**src/rtl/mul_seq_pkg.sv**
```systemverilog
// Shared types and constants for the iterative multiply sequencer.
// Latency: none (declarations only).
// Backpressure: none; optional upper-half support is selected by the MUL_HIGH_EN macro.
package mul_seq_pkg;

  // Controller states: waiting, iterating, presenting the product
  typedef enum logic [1:0] {
    IDLE = 2'd0,
    BUSY = 2'd1,
    DONE = 2'd2
  } mul_state_t;

  // One shift-add iteration per operand bit
  localparam int MUL_ITER = 32;

  // Encodings of the product-half select
  localparam logic MUL_LO = 1'b0;
  localparam logic MUL_HI = 1'b1;

endpackage

```
**src/rtl/mul_shift_add_step.sv**
```systemverilog
// One iteration of the shift-add multiplier: conditional add followed by a shift.
// Latency: purely combinational.
// Backpressure: none; the sequencer decides when the step result is registered.
// With MUL_HIGH_EN the pair {hi, lo} is a 2*XLEN product register shifted right;
// without it, hi is a left-shift accumulator and lo is the right-shifted multiplier.
module mul_shift_add_step #(
  parameter int XLEN = 32
) (
  input  logic [XLEN-1:0] mcand,
  input  logic [XLEN-1:0] hi,
  input  logic [XLEN-1:0] lo,
  output logic [XLEN-1:0] mcand_nxt,
  output logic [XLEN-1:0] hi_nxt,
  output logic [XLEN-1:0] lo_nxt
);

  logic [XLEN-1:0] addend;

  // The multiplier bit under inspection always sits in lo[0]
  assign addend = lo[0] ? mcand : '0;

`ifdef MUL_HIGH_EN
  logic [XLEN:0] sum;

  // Carry-out of the add becomes the new top bit as {c, hi, lo} shifts right
  assign sum       = {1'b0, hi} + {1'b0, addend};
  assign hi_nxt    = sum[XLEN:1];
  assign lo_nxt    = {sum[0], lo[XLEN-1:1]};
  assign mcand_nxt = mcand;
`else
  // Low half only: accumulate the shifted multiplicand, carries past XLEN are dropped
  assign hi_nxt    = hi + addend;
  assign lo_nxt    = {1'b0, lo[XLEN-1:1]};
  assign mcand_nxt = {mcand[XLEN-2:0], 1'b0};
`endif

endmodule

```
**src/rtl/mul_sequencer.sv**
```systemverilog
// EX-stage multi-cycle multiply controller driving the shift-add step datapath.
// Latency: start accepted in N, BUSY N+1..N+XLEN, done pulse with result in N+XLEN+1.
// Backpressure: stall holds the front of the pipeline; flush aborts; MUL_HIGH_EN adds MULHU.
module mul_sequencer
  import mul_seq_pkg::*;
#(
  parameter int XLEN = MUL_ITER
) (
  input  logic            clk,
  input  logic            rst,
  input  logic            start,
  input  logic            flush,
  input  logic [XLEN-1:0] op_a,
  input  logic [XLEN-1:0] op_b,
  input  logic            sel_hi,
  output logic            stall,
  output logic            busy,
  output logic            done,
  output logic [XLEN-1:0] result
);

  localparam int CNT_W = (XLEN > 1) ? $clog2(XLEN) : 1;
  localparam logic [CNT_W-1:0] LAST_ITER = CNT_W'(XLEN - 1);

  mul_state_t state, state_nxt;

  logic [CNT_W-1:0] cnt;
  logic [XLEN-1:0]  mcand;
  logic [XLEN-1:0]  prod_hi;
  logic [XLEN-1:0]  prod_lo;
  logic [XLEN-1:0]  mcand_step;
  logic [XLEN-1:0]  hi_step;
  logic [XLEN-1:0]  lo_step;
  logic             load;
  logic             iterate;

  mul_shift_add_step #(
    .XLEN (XLEN)
  ) u_step (
    .mcand     (mcand),
    .hi        (prod_hi),
    .lo        (prod_lo),
    .mcand_nxt (mcand_step),
    .hi_nxt    (hi_step),
    .lo_nxt    (lo_step)
  );

  // State register
  always_ff @(posedge clk) begin
    if (rst) begin
      state <= IDLE;
    end else begin
      state <= state_nxt;
    end
  end

  // Next state and outputs; flush outranks both start and iteration completion
  always_comb begin
    state_nxt = state;
    load      = 1'b0;
    iterate   = 1'b0;
    stall     = 1'b0;
    busy      = 1'b0;
    done      = 1'b0;
    case (state)
      IDLE: begin
        if (start && !flush && !rst) begin
          load      = 1'b1;
          stall     = 1'b1;
          state_nxt = BUSY;
        end
      end
      BUSY: begin
        busy  = 1'b1;
        stall = 1'b1;
        if (flush) begin
          state_nxt = IDLE;
        end else begin
          iterate = 1'b1;
          if (cnt == LAST_ITER) begin
            state_nxt = DONE;
          end
        end
      end
      DONE: begin
        // A start still high here belongs to the instruction now leaving EX
        done      = 1'b1;
        state_nxt = IDLE;
      end
      default: begin
        state_nxt = IDLE;
      end
    endcase
  end

  // Operand load, per-iteration datapath update and iteration counter
  always_ff @(posedge clk) begin
    if (rst) begin
      cnt     <= '0;
      mcand   <= '0;
      prod_hi <= '0;
      prod_lo <= '0;
    end else if (load) begin
      cnt     <= '0;
      mcand   <= op_a;
      prod_hi <= '0;
      prod_lo <= op_b;
    end else if (iterate) begin
      cnt     <= cnt + CNT_W'(1);
      mcand   <= mcand_step;
      prod_hi <= hi_step;
      prod_lo <= lo_step;
    end
  end

`ifdef MUL_HIGH_EN
  logic sel_hi_q;

  // Half select is captured with the operands so it stays stable while iterating
  always_ff @(posedge clk) begin
    if (rst) begin
      sel_hi_q <= MUL_LO;
    end else if (load) begin
      sel_hi_q <= sel_hi;
    end
  end

  assign result = (sel_hi_q == MUL_HI) ? prod_hi : prod_lo;
`else
  // Low-half-only build: the accumulator holds the product, sel_hi has no effect
  logic unused_sel_hi;
  assign unused_sel_hi = sel_hi;
  assign result        = prod_hi;
`endif

endmodule

```
**config.mk**
```make
export PLATFORM = sky130hd
export DESIGN_NAME = mul_sequencer
export DESIGN_NICKNAME = d
export VERILOG_FILES = /design/src/rtl/mul_seq_pkg.sv /design/src/rtl/mul_shift_add_step.sv /design/src/rtl/mul_sequencer.sv
export SDC_FILE = /design/constraint.sdc
export NUM_CORES = 1
export LEC_CHECK = 0
export CAP_MARGIN = 15
export CORE_MARGIN = 2
export CORE_UTILIZATION = 39
export CTS_BUF_LIST = sky130_fd_sc_hd__clkbuf_4
export DETAILED_ROUTE_END_ITERATION = 7
export GPL_TIMING_DRIVEN = 0
export SETUP_SLACK_MARGIN = 0.05
export SLEW_MARGIN = 20
export SYNTH_ARGS = -nofsm -noshare
export SYNTH_HDL_FRONTEND = slang
export SYNTH_HIERARCHICAL = 1
export SYNTH_SLANG_ARGS = --single-unit
```
**constraint.sdc**
```tcl
create_clock -name clk -period 3.3 [get_ports clk]
set_clock_uncertainty 0.05 [all_clocks]
set_input_delay 0.66 -clock clk [delete_from_list [all_inputs] [get_ports clk]]
set_output_delay 0.66 -clock clk [all_outputs]
set_load 0.1 [all_outputs]
```
### Word level (Yosys, flattened, before mapping)

Index checks and enable logic that the tools add are counted.

| storage, ports and cells | value |
|---|---|
| bits of input ports | 69 |
| output and inout port bits | 35 |
| bits in registers | 103 |
| logic and storage cells | 36 |

| cells by class | value |
|---|---|
| muxes and demuxes | 16 |
| reductions and logical operators | 8 |
| add/sub/neg operators | 2 |
| eq/ne operators | 5 |

Operators with widths:

| kind | number |
|---|---|
| 32-bit 2-to-1 mux | 5 |
| 32-bit adder | 1 |
| 1-bit 2-to-1 mux | 6 |
| 2-bit 2-to-1 mux | 3 |
| 5-bit by 1-bit adder with 5-bit output, second input constant | 1 |
| 5-bit == test, second input constant | 1 |
| 2-bit one-hot mux with 2 select lines | 1 |
| 3-bit inequality test, second input constant | 1 |
| 2-bit by 1-bit == test with 1-bit output, second input constant | 1 |
| 2-bit == test, second input constant | 1 |
| 1-bit logical AND | 2 |
| 1-bit zero test | 2 |
| 2-bit zero test | 1 |
| 2-bit inequality test, second input constant | 1 |
| 1-bit one-hot mux with 2 select lines | 1 |
| 2-bit AND reduction | 1 |
| 2-bit nonzero test | 1 |
| 2-bit OR reduction | 1 |

### Depth between registers and ports, before layout

Gate-level depths: netlist of run 1.

| depth | value |
|---|---|
| depth after elaboration | 6 |
| mapped depth | 13 |
| depth with buffers taken out | 12 |

### By module

The synthesis of run 1 kept the hierarchy.

By module, submodules not included:

| module | times used | cells each | area each (µm²) |
|---|---|---|---|
| mul_sequencer | 1 | 542 | 4277.9 |
| mul_shift_add_step | 1 | 355 | 2457.4 |

### Worst setup path after synthesis of run 1

Ideal clock, no wire load.

| timing | value |
|---|---|
| path kind | input to output |
| from | input port flush |
| to | output port stall |
| data arrival time | 2.923 ns |
| slack | -0.333 ns |
| buffers on the path | 2 |
| cell stages on the path | 4 |
| cells stage by stage | or3b_1 -> buf_2 -> clkbuf_1 -> a21oi_1 |

| on the way | value |
|---|---|
| cells in the longest elaborated chain, start to end | 5 |

Ends and longest elaborated chain:

| item | RTL line | source |
|---|---|---|
| start, declared | mul_sequencer.sv:12 | `input logic flush,` |
| 1-bit zero test | mul_sequencer.sv:67 | `if (start && !flush && !rst) begin` |
| 1-bit logical AND (2 in a row) | mul_sequencer.sv:67 |  |
| 1-bit 2-to-1 mux | mul_sequencer.sv:67 |  |
| 1-bit one-hot mux with 2 select lines | mul_sequencer.sv:65 | `case (state)` |
| end, declared | mul_sequencer.sv:16 | `output logic stall,` |

Every way passes these cells.

### Worst setup path in the final report of run 1

| timing | value |
|---|---|
| from | register prod_lo[0] |
| to | register prod_hi[28] (netlist: result[28]) |

| on the way | value |
|---|---|
| cells in the longest elaborated chain, start to end | 2 |

Ends and longest elaborated chain:

| item | RTL line | source |
|---|---|---|
| start, declared | mul_sequencer.sv:30 | `logic [XLEN-1:0] prod_lo;` |
| start signal, assigned | mul_sequencer.sv:107 | `prod_lo <= op_b;` |
| start signal, assigned | mul_sequencer.sv:112 | `prod_lo <= lo_step;` |
| 32-bit 2-to-1 mux | mul_shift_add_step.sv:20 | `assign addend = lo[0] ? mcand : '0;` |
| 32-bit adder | mul_shift_add_step.sv:32 | `assign hi_nxt = hi + addend;` |
| named net hi_step[28] | mul_sequencer.sv:32 | `logic [XLEN-1:0] hi_step;` |
| end signal, assigned | mul_sequencer.sv:111 | `prod_hi <= hi_step;` |
| end, declared | mul_sequencer.sv:29 | `logic [XLEN-1:0] prod_hi;` |

The timed path passes the listed nets, and every way through them passes these cells.
A chain may end at the register's enable or synchronous reset.

==> flow_metrics.py, run 1 <==
metrics = {
    "clock_network": {
        "cts_max_level": 3,
        "cts-root-buf": "clkbuf_4",
        "cts_tree": "built",
        "insertion_delay_ns": 0.49,
        "cts_inserted_buffers": 9,
        "clk_pin_slew_ns": 0.16,
        "clock_path_buffers": 2,
        "clock_sinks": 103,
    },
    "setup_path": {
        "regToRegSetupSlack_ns": 0.23,
        "critical-path-max-stage-delay_ns": 0.41,
        "crit_required_ns": 3.62,
        "crit_arrival_ns": 3.40,
        "crit_family": "compound AO/OA/AOI/OAI gates",
        "cp_max_fo": 10,
        "critPathBufInv": 1,
        "critical_path_class": "reg -> reg",
        "crit_slowest_cell": "dfxtp_4",
        "endpoint_kind": "register",
        "critPathLaunchType": "register",
        "path_cells": "clkbuf_2, and2_1, fa_2, a21o_1, a221oi_4, a211oi_4, a21oi_2, o221ai_2, and4_1, or3_1, nand2_1, a21oi_1",
    },
    "routing": {
        "via_per_inst": 5.172,
        "wl_per_cell_um": 14.79,
        "first_iter_violations": 394,
        "drtPass1Iterations": 5,
        "num_vias": 6424,
        "ant_nets": 0,
        "drc": 0,
        "wl_um": 18370,
    },
    "grt": {
        "grt_pass1_wl_um": 30100,
        "grt_usage": 0.2048,
        "grt_pass1_vias": 6023,
        "overflow": 0,
        "antenna_found_initial": 1,
        "grt_max_degree": 17,
    },
    "logic_synthesis": {
        "yosysUniqueCellTypes": 56,
        "synth_ff_type": "dfxtp_1",
        "synth_top_cell_by_area": "dfxtp_1",
        "avgSynthCellArea_um2": 7.509,
        "synthCells": 897,
        "ys_seq_area_frac": 0.3061,
        "postSynth.asyncResetShare": 0,
        "yosys_register_bits": 103,
        "netlist_top_cells_area": "dfxtp_1 (31%), nand2_1 (12%), a311oi_1 (8.3%)",
        "synth_edf_count": 0,
        "synthesis.area_um2": 6735,
        "synth.most_common_cell": "nand2_1",
        "synth_top_area_frac": 0.3061,
        "ys_top_cells_by_count": "nand2_1 (216), dfxtp_1 (103), nor3_1 (75), a21oi_1 (74), buf_4 (65)",
        "synth_warnings": 6,
    },
    "floorplanning": {
        "fp.dieW_um": 135.4,
        "design.portCount": 104,
        "die_h_um": 135.4,
        "die-area_um2": 18340,
        "rows": 48,
        "design.core.area_um2": 17120,
        "start_util": 0.3935,
    },
    "sta": {
        "min_period_ns": 3.072,
        "hold_slack_ns": 0.4329,
        "setup_viol": 0,
        "rsz0062_at_grt": "false",
        "fin_ws_ns": 0.2276,
        "max_slew_margin": 0.3381,
        "max_freq_ghz": 0.3255,
        "hold_viol_final": 0,
        "tightest_slew_ns": 0.9897,
        "maxSlewViolCount": 0,
        "fin_crit_sh": 0.9310,
    },
    "power_and_ir_drop": {
        "power_leakage_uw": 0.003175,
        "p_int_uw": 1706,
        "swShare": 0.2720,
        "powerDensity_nw_per_um2": 283.9,
        "p_sw_uw": 637.3,
        "pwr-share-seq": 0.562,
        "p_clk_frac": 0.296,
        "peakVddDrop_mv": 0.1490,
        "pwr-share-comb": 0.142,
    },
    "place": {
        "place_congestion": 0.9193,
        "place_ws_ns": -0.8309,
        "io_buffers": 102,
        "dpl.hpwl_um": 13900,
    },
    "cells_and_area": {
        "drive_above_1_share": 0.1132,
        "fillers": 1791,
        "nNetsFinal": 1114,
        "syn2layout_area_growth_pct": 22.55,
    },
    "min_path": {
        "min_path_type": "reg -> reg",
    },
    "status": {
        "outcome": "complete, no violations",
    },
    "job": {
        "maxCapViolCount": 0,
    },
}
[sequential cells by signal (all words and copies together) (netlist names)]
name / flops
result: 32
prod_lo: 32
mcand: 32
cnt: 5
state: 2
[worst paths after layout]
| kind | start | end | depth (start not counted) |
|---|---|---|---|
| worst max-delay path | prod_lo[0] | result[28] | 12 |
| worst min-delay path | cnt[4] | cnt[4] | 2 |
| worst max register to register | prod_lo[0] | result[28] | 12 |
| worst min register to register | cnt[4] | cnt[4] | 2 |
[cell type report]
cell class              instances  area [µm²]  area share
plain buffers                 124       757.0     0.09171
clock buffers                  10       75.07    0.009095
well taps                     225       281.5     0.03411
multi-input cells             659        3929      0.4760
flip-flops and latches        103        2067      0.2504
inverters                       8       30.03    0.003638
repair buffers                106        1052      0.1275
clock inverters                 6       60.06    0.007276
diodes                          1       2.502   0.0003032
[power groups by stage]
stage,combinational [µW],sequential (µW),clock (µW)
final,333,1320,693
after global routing,364,1320,767
after CTS,335,1320,722
after detailed placement,333,1340,0
after global placement,334,1340,0
after floorplan,201,1340,0
[layer usage]
metal	track usage	routed length (µm)	vias to the layer above
met1	0.2889	9228	2929
li1	-	-	3338
met2	0.3243	8098	137
met4	0.05845	290	0
met3	0.03217	753	20
met5	0	0	-
[metrics by stage]
stage	instance area [µm²]	total power (µW)	instances	setup TNS, ns	util
after floorplan	6744	1536	898	0	-
after global placement	8046	1677	1225	-1.191	0.4701
after detailed placement	8046	1677	1225	-1.103	0.4701
after CTS	8218	2376	1243	0	0.4801
after global routing	8254	2456	1242	0	0.4822
final	8254	2343	1242	0	0.4822
[worst reg2reg max path: cells and delay by family (launching register included)]
kind	cells	cell delay, ns
AOI/OAI and AO/OA	6	1.11
and+or+nand+nor	4	0.86
DFF	1	0.41
adders and majority gates	1	0.37
buffers and inverters	1	0.16
[cell families after synthesis]
group	Yosys count	share of synthesized area
AO/OA/AOI/OAI	214	0.2224
flip-flops	103	0.3061
AND/OR/NAND/NOR	384	0.2554
buffers and inverters	136	0.1187
other	1	0.0005568
XOR/XNOR	25	0.03251
adder cells (fa/ha/maj)	34	0.06428
[cells in the final DEF, fill, tap and decap left out, types with 7 or more instances in the layout]
cell type / n
a311oi_1: 64
ha_1: 32
clkbuf_1: 44
xnor2_1: 13
and2_1: 32
dfxtp_1: 101
and3_1: 8
nand2_1: 216
buf_4: 69
a21oi_1: 72
inv_1: 8
xor2_1: 12
clkbuf_4: 10
o21a_1: 7
nor2_1: 18
o21ai_0: 16
clkdlybuf4s50_1: 101
nand3_1: 12
nor3_1: 74
a21o_1: 19
[timing repair]
action	4_1_cts	5_1_grt
resized for setup	11	12
pin swaps	2	4
hold buffers	0	0
buffers inserted	2	2
endpoints found under the setup margin	7	7
Power figures use the tool's default switching activity.
==> inputs of run 2 (changes only) <==
--- a/config.mk
+++ b/config.mk
@@ -12,7 +12,7 @@
 export DETAILED_ROUTE_END_ITERATION = 7
 export GPL_TIMING_DRIVEN = 0
 export SETUP_SLACK_MARGIN = 0.05
-export SLEW_MARGIN = 20
+export SLEW_MARGIN = 30
 export SYNTH_ARGS = -nofsm -noshare
 export SYNTH_HDL_FRONTEND = slang
 export SYNTH_HIERARCHICAL = 1
==> results of run 2 <==
No change in the layout: final DEF, timing and power equal those of run 1.
